<file path="src/rtl/mem_arbiter.sv">
// Shares one external memory bus between instruction fetch and load/store.
// Steers byte lanes and extends loads. Define MEM_ARB_RR_EN to get round-robin grants.
module mem_arbiter #(
    parameter int DATA_WIDTH = 32
) (
    input  logic                  clk,
    input  logic                  rst,
    input  logic                  i_if_req,
    input  logic [DATA_WIDTH-1:0] i_if_addr,
    output logic [DATA_WIDTH-1:0] o_if_rdata,
    output logic                  o_if_ready,
    input  logic                  i_dm_req,
    input  logic                  i_dm_we,
    input  logic [DATA_WIDTH-1:0] i_dm_addr,
    input  logic [DATA_WIDTH-1:0] i_dm_wdata,
    input  logic [2:0]            i_dm_funct3,
    output logic [DATA_WIDTH-1:0] o_dm_rdata,
    output logic                  o_dm_ready,
    output logic                  o_dm_misalign,
    output logic                  o_bus_req,
    output logic                  o_bus_we,
    output logic [DATA_WIDTH-1:0] o_bus_addr,
    output logic [DATA_WIDTH-1:0] o_bus_wdata,
    output logic [3:0]            o_bus_be,
    input  logic                  i_bus_ack,
    input  logic [DATA_WIDTH-1:0] i_bus_rdata,
    output logic                  o_stall
);

    typedef enum logic [1:0] {IDLE, IF_BUS, DM_BUS, DM_ERR} state_t;

    state_t                state_q, state_d;
    logic [DATA_WIDTH-1:0] addr_q, addr_d;
    logic [DATA_WIDTH-1:0] wdata_q, wdata_d;
    logic [3:0]            be_q, be_d;
    logic                  we_q, we_d;
    logic [2:0]            f3_q, f3_d;
    logic [1:0]            lane_q, lane_d;
    logic                  if_ready_q, if_ready_d;
    logic                  dm_ready_q, dm_ready_d;
    logic                  misalign_q, misalign_d;
    logic [DATA_WIDTH-1:0] if_rdata_q, if_rdata_d;
    logic [DATA_WIDTH-1:0] dm_rdata_q, dm_rdata_d;

    logic                  grant_dm;
    logic                  dm_misalign;
    logic [3:0]            dm_be;
    logic [DATA_WIDTH-1:0] dm_wdata;
    logic [DATA_WIDTH-1:0] rd_shift;
    logic [DATA_WIDTH-1:0] ld_ext;
    logic                  ld_sgn;
    logic                  unused_if_addr;

    assign unused_if_addr = ^i_if_addr[1:0];

`ifdef MEM_ARB_RR_EN
    // 1 = data was granted last; the other requester wins a tie.
    logic last_dm_q, last_dm_d;
    assign grant_dm = i_dm_req & (~i_if_req | ~last_dm_q);
`else
    assign grant_dm = i_dm_req;
`endif

    always_comb begin
        dm_misalign = 1'b0;
        dm_be       = 4'hF;
        dm_wdata    = i_dm_wdata;
        case (i_dm_funct3[1:0])
            2'b00: begin
                dm_be    = 4'b0001 << i_dm_addr[1:0];
                dm_wdata = {4{i_dm_wdata[7:0]}};
            end
            2'b01: begin
                dm_misalign = i_dm_addr[0];
                dm_be       = 4'b0011 << {i_dm_addr[1], 1'b0};
                dm_wdata    = {2{i_dm_wdata[15:0]}};
            end
            2'b10: dm_misalign = |i_dm_addr[1:0];
            default: ;
        endcase
    end

    // Load path uses the lane/size captured at request time, not the live inputs.
    assign rd_shift = i_bus_rdata >> {lane_q, 3'b000};
    assign ld_sgn   = ~f3_q[2];

    always_comb begin
        case (f3_q[1:0])
            2'b00:   ld_ext = {{(DATA_WIDTH-8){ld_sgn & rd_shift[7]}}, rd_shift[7:0]};
            2'b01:   ld_ext = {{(DATA_WIDTH-16){ld_sgn & rd_shift[15]}}, rd_shift[15:0]};
            default: ld_ext = i_bus_rdata;
        endcase
    end

    always_comb begin
        state_d    = state_q;
        addr_d     = addr_q;
        wdata_d    = wdata_q;
        be_d       = be_q;
        we_d       = we_q;
        f3_d       = f3_q;
        lane_d     = lane_q;
        if_ready_d = 1'b0;
        dm_ready_d = 1'b0;
        misalign_d = 1'b0;
        if_rdata_d = if_rdata_q;
        dm_rdata_d = dm_rdata_q;
`ifdef MEM_ARB_RR_EN
        last_dm_d  = last_dm_q;
`endif
        case (state_q)
            IDLE: begin
                // The requester just answered still holds req this cycle; skip it.
                if (!if_ready_q && !dm_ready_q) begin
                    if (grant_dm) begin
`ifdef MEM_ARB_RR_EN
                        last_dm_d = 1'b1;
`endif
                        if (dm_misalign) begin
                            state_d = DM_ERR;
                        end else begin
                            state_d = DM_BUS;
                            addr_d  = {i_dm_addr[DATA_WIDTH-1:2], 2'b00};
                            we_d    = i_dm_we;
                            be_d    = dm_be;
                            wdata_d = dm_wdata;
                            f3_d    = i_dm_funct3;
                            lane_d  = i_dm_addr[1:0];
                        end
                    end else if (i_if_req) begin
`ifdef MEM_ARB_RR_EN
                        last_dm_d = 1'b0;
`endif
                        state_d = IF_BUS;
                        addr_d  = {i_if_addr[DATA_WIDTH-1:2], 2'b00};
                        we_d    = 1'b0;
                        be_d    = 4'hF;
                    end
                end
            end
            IF_BUS: begin
                if (i_bus_ack) begin
                    state_d    = IDLE;
                    if_ready_d = 1'b1;
                    if_rdata_d = i_bus_rdata;
                end
            end
            DM_BUS: begin
                if (i_bus_ack) begin
                    state_d    = IDLE;
                    dm_ready_d = 1'b1;
                    dm_rdata_d = ld_ext;
                end
            end
            DM_ERR: begin
                state_d    = IDLE;
                dm_ready_d = 1'b1;
                misalign_d = 1'b1;
                dm_rdata_d = '0;
            end
            default: state_d = IDLE;
        endcase
    end

    always_ff @(posedge clk or posedge rst) begin
        if (rst) begin
            state_q    <= IDLE;
            addr_q     <= '0;
            wdata_q    <= '0;
            be_q       <= '0;
            we_q       <= 1'b0;
            f3_q       <= '0;
            lane_q     <= '0;
            if_ready_q <= 1'b0;
            dm_ready_q <= 1'b0;
            misalign_q <= 1'b0;
            if_rdata_q <= '0;
            dm_rdata_q <= '0;
`ifdef MEM_ARB_RR_EN
            last_dm_q  <= 1'b0;
`endif
        end else begin
            state_q    <= state_d;
            addr_q     <= addr_d;
            wdata_q    <= wdata_d;
            be_q       <= be_d;
            we_q       <= we_d;
            f3_q       <= f3_d;
            lane_q     <= lane_d;
            if_ready_q <= if_ready_d;
            dm_ready_q <= dm_ready_d;
            misalign_q <= misalign_d;
            if_rdata_q <= if_rdata_d;
            dm_rdata_q <= dm_rdata_d;
`ifdef MEM_ARB_RR_EN
            last_dm_q  <= last_dm_d;
`endif
        end
    end

    assign o_bus_req     = (state_q == IF_BUS) || (state_q == DM_BUS);
    assign o_bus_we      = we_q;
    assign o_bus_addr    = addr_q;
    assign o_bus_wdata   = wdata_q;
    assign o_bus_be      = be_q;
    assign o_if_ready    = if_ready_q;
    assign o_if_rdata    = if_rdata_q;
    assign o_dm_ready    = dm_ready_q;
    assign o_dm_rdata    = dm_rdata_q;
    assign o_dm_misalign = misalign_q;
    assign o_stall       = (i_if_req & ~if_ready_q) | (i_dm_req & ~dm_ready_q);

endmodule

</file>
<file path="config.mk">
export PLATFORM = sky130hd
export DESIGN_NAME = mem_arbiter
export DESIGN_NICKNAME = d
export VERILOG_FILES = /design/src/rtl/mem_arbiter.sv
export SDC_FILE = /design/constraint.sdc
export NUM_CORES = 1
export LEC_CHECK = 0
export ABC_CLOCK_PERIOD_IN_PS = 5100
export BUFFER_PORTS_ARGS = -buffer_cell sky130_fd_sc_hd__clkbuf_2
export CAP_MARGIN = 10
export CELL_PAD_IN_SITES_DETAIL_PLACEMENT = 0
export CELL_PAD_IN_SITES_GLOBAL_PLACEMENT = 1
export CORE_MARGIN = 3
export CORE_UTILIZATION = 35
export CTS_CLUSTER_DIAMETER = 80
export CTS_CLUSTER_SIZE = 28
export DETAILED_ROUTE_END_ITERATION = 8
export HOLD_SLACK_MARGIN = 0.12
export PLACE_DENSITY = 0.81
export SLEW_MARGIN = 20
export SYNTH_ARGS = -nofsm -noshare
export SYNTH_HDL_FRONTEND = slang
export SYNTH_SLANG_ARGS = --single-unit
</file>
<file path="constraint.sdc">
create_clock -name clk -period 5.1 [get_ports clk]
set_input_delay 1.02 -clock clk [delete_from_list [all_inputs] [get_ports clk]]
set_output_delay 1.02 -clock clk [all_outputs]
set_load 0.05 [all_outputs]
</file>
==> impl_results.md <==
* Critical Setup Path Class: primary input to primary output
* DRT Pass-1 Iters at 4
* Critical path peak fanout at 15
* Layout area overhead at 32.2%
* Cells after Synth at 583
* Worst Path Required at 4080 ps
* Setup TNS Final at 0 ps
* DIE AREA at 21000 um2
* Synth Warn # at 0
* HP Class: register to register
* Clk sinks at 141
* CP cell instances: clkbuf_2 > inv_1 > o22ai_1 > clkbuf_2
* # rows at 50
* N_diodes at 0
* Pwr Density at approximately 790 nW/um2
* CTS buffer count at 17
* Post-synth top area share at 0.523
* Dominant synthesized flop cell: dfrtp_1
* Post-synth EDFFs at 0
* Rel. slew slack at 0.381
* Share of cells above drive strength 1 at 0.465
* Routed Antenna Nets at 0
* Fmax at 0.343 GHz
* Root buffer cell: clkbuf_16
* Final Skew at about 11 ps
* Final wirelength at 19.3 mm
* WL per Instance at about 17 um
* Final Max Tran Viols at 0
* Sequential area share after synthesis at 0.523
* Number of synthesized register bits at 141
* RSZ-0062 raised after global routing: no
* Antenna violations before repair at 1
* GR Overflow Total at 0
* Vias in the first global route at 5388
* CTS H-tree depth at 4
* Max-cap violations at 0
* Placed insts at 1077
* Area contributors post-synth: dfrtp_1, mux2_2, a2bb2oi_1
* Synthesized cell area at 6740 um2
* Min cycle time layout at 2910 ps
* Status: finished, final reports clean
* Mean post-synth cell area at 11.6 um2
* CTS clock-pin slew for the worst setup and hold paths at 70 ps
* Final setup violation count at 0
* Final Hold Viols at 0
* Worst Hold Launch: o_dm_rdata[6]
* Slowest stage delay, CP at 310 ps
* Period Utilization, post-route at 0.571
* Lkg Pwr at 4.45 nW
* Most instantiated cells after synthesis: dfrtp_1, mux2_2, nand2_1, a2bb2oi_1, inv_1
* DR vias/cell at 5.10
* Number of top-level pins at between 200 and 300
* Initial DRC Count at roughly 260
* Startpoint Class: primary input
* Core area at 18800 um2
* Die W at 145 um
* Die height at 145 um
* Reg2Reg Launch Point: state_q[0]
* Clock latency on the worst-skew pair at ~430 ps
* First-pass GRT wire length at roughly 30 mm
* Non-filler instance count after layout at 1110
* Final RePlAce weighted congestion at 0.757
* Hold_buf cts at 0
* Cts repair resizes at 0
* Vias at roughly 5700
* Slowest cell on the critical path: clkbuf_2
* CP startpoint: i_dm_req
* Initial core utilization at 0.358
* Largest net degree at the start of global routing at 109
* Worst slew pin tran at 929 ps
* Yosys top cell by area: dfrtp_1
* Postcts setup bufs at 0
* Nets at 981
* CP Capture Type: primary output
* Worst vdd ir at about 0.38 mV
* Worst EP arrival at 1890 ps
* Number of remaining DRC errors at 0
* Distinct cells, synth at 52
* GRT Resource Usage Total at 0.181
* Bufs on Longest Clock Path at 2
* DP HPWL at around 14 mm
* Async SR Flop Fraction at 1.00
* Port Buf Inserts at 270
* CTS tree: done
* # fillers at roughly 1800
* Crit-path most repeated cell: clkbuf_2
* Most frequent cell after synthesis: dfrtp_1
report_power, final:
part | leakage, nW | internal [mW] | total [mW] | switching, mW
sequential | 1.70 | 1.65 | 2.03 | 0.373
clock | 0.286 | 0.659 | 1.23 | 0.575
combinational | 2.47 | 1.07 | 3.79 | 2.72
total | 4.45 | 3.38 | 7.05 | 3.67
flip-flops by register name (all words and copies together), names as in the netlist:
| name | cells |
|---|---|
| o_dm_rdata | 32 |
| state_q | 2 |
| o_dm_misalign | 1 |
| o_bus_be | 4 |
| f3_q | 3 |
| o_bus_wdata | 32 |
| o_bus_we | 1 |
| o_bus_addr | 30 |
| o_if_ready | 1 |
| lane_q | 2 |
| o_if_rdata | 32 |
| o_dm_ready | 1 |
layout make-up:
cell class                      count  area [um2]  share of cell area
Sequential cell                   141        3530               0.396
Multi-Input combinational cell    368        2910               0.327
Timing Repair Buffer              280        1450               0.162
Clock buffer                       17         425              0.0477
Tap cell                          260         325              0.0365
Clock inverter                     15         163              0.0182
Inverter                           29         114              0.0128
per-layer routing:
layer / GRT usage / vias up / routed length (um)
li1: - / 2677 / -
met1: 0.237 / 2768 / 8320
met2: 0.290 / 202 / 9290
met3: 0.0601 / 15 / 1540
met4: 0.0457 / 2 / 174
met5: 0 / - / 13
cell families (layout without fill, tap and decap cells):
logic type	Yosys count	after routing	share of synthesized area
compound gates	155	155	0.184
flops	141	141	0.523
simple gates	123	123	0.0950
mux	81	81	0.135
buf+inv	75	341	0.0490
fa+ha+maj	7	7	0.0130
other cells	1	2	0.000556
through the flow:
| stage | hold WS, ps | utilization | setup slack, ps | cell area, um2 | power (mW) |
|---|---|---|---|---|---|
| after floorplan | 524 | - | 299 | 6750 | 4.93 |
| after global placement | 452 | 0.440 | 1930 | 8280 | 5.80 |
| after detailed placement | 458 | 0.440 | 1910 | 8290 | 5.86 |
| after CTS | 473 | 0.471 | 1950 | 8880 | 7.11 |
| after global routing | 500 | 0.473 | 1940 | 8910 | 7.42 |
| final | 472 | 0.473 | 2190 | 8910 | 7.05 |
cell usage in the layout (no fill, tap or decap), types with 8 or more instances in the layout:
master / netlist / final
buf_4: 3 / 9
mux2_2: 70 / 70
o221ai_1: 8 / 8
o22ai_1: 27 / 27
nand3_1: 25 / 24
inv_6: 0 / 8
inv_1: 29 / 28
mux2i_1: 10 / 9
a22o_1: 13 / 13
a221o_1: 18 / 18
a2bb2oi_1: 30 / 30
a22oi_1: 11 / 11
nand2_1: 44 / 44
clkbuf_16: 0 / 17
clkbuf_2: 0 / 270
o21ai_0: 15 / 15
dfrtp_1: 141 / 141
nand2b_1: 27 / 27
path summary, 6_finish.rpt:
kind / cells after the start / endpoint / slack, ps
max: 4 / o_stall / 2190
min: 2 / o_dm_rdata[6] / 470
max reg2reg: 6 / o_bus_addr[18] / 2240
min reg2reg: 2 / o_dm_rdata[6] / 470
max in group asynchronous: 4 / o_bus_wdata[9] / 3320
min in group asynchronous: 2 / o_if_rdata[12] / 590
critical path: cells and delay by family:
family                 cells  cell delay [ps]
buffers and inverters      3              730
AO/OA/AOI/OAI              1              140
Note: power is estimated with default switching activity, not from simulation.
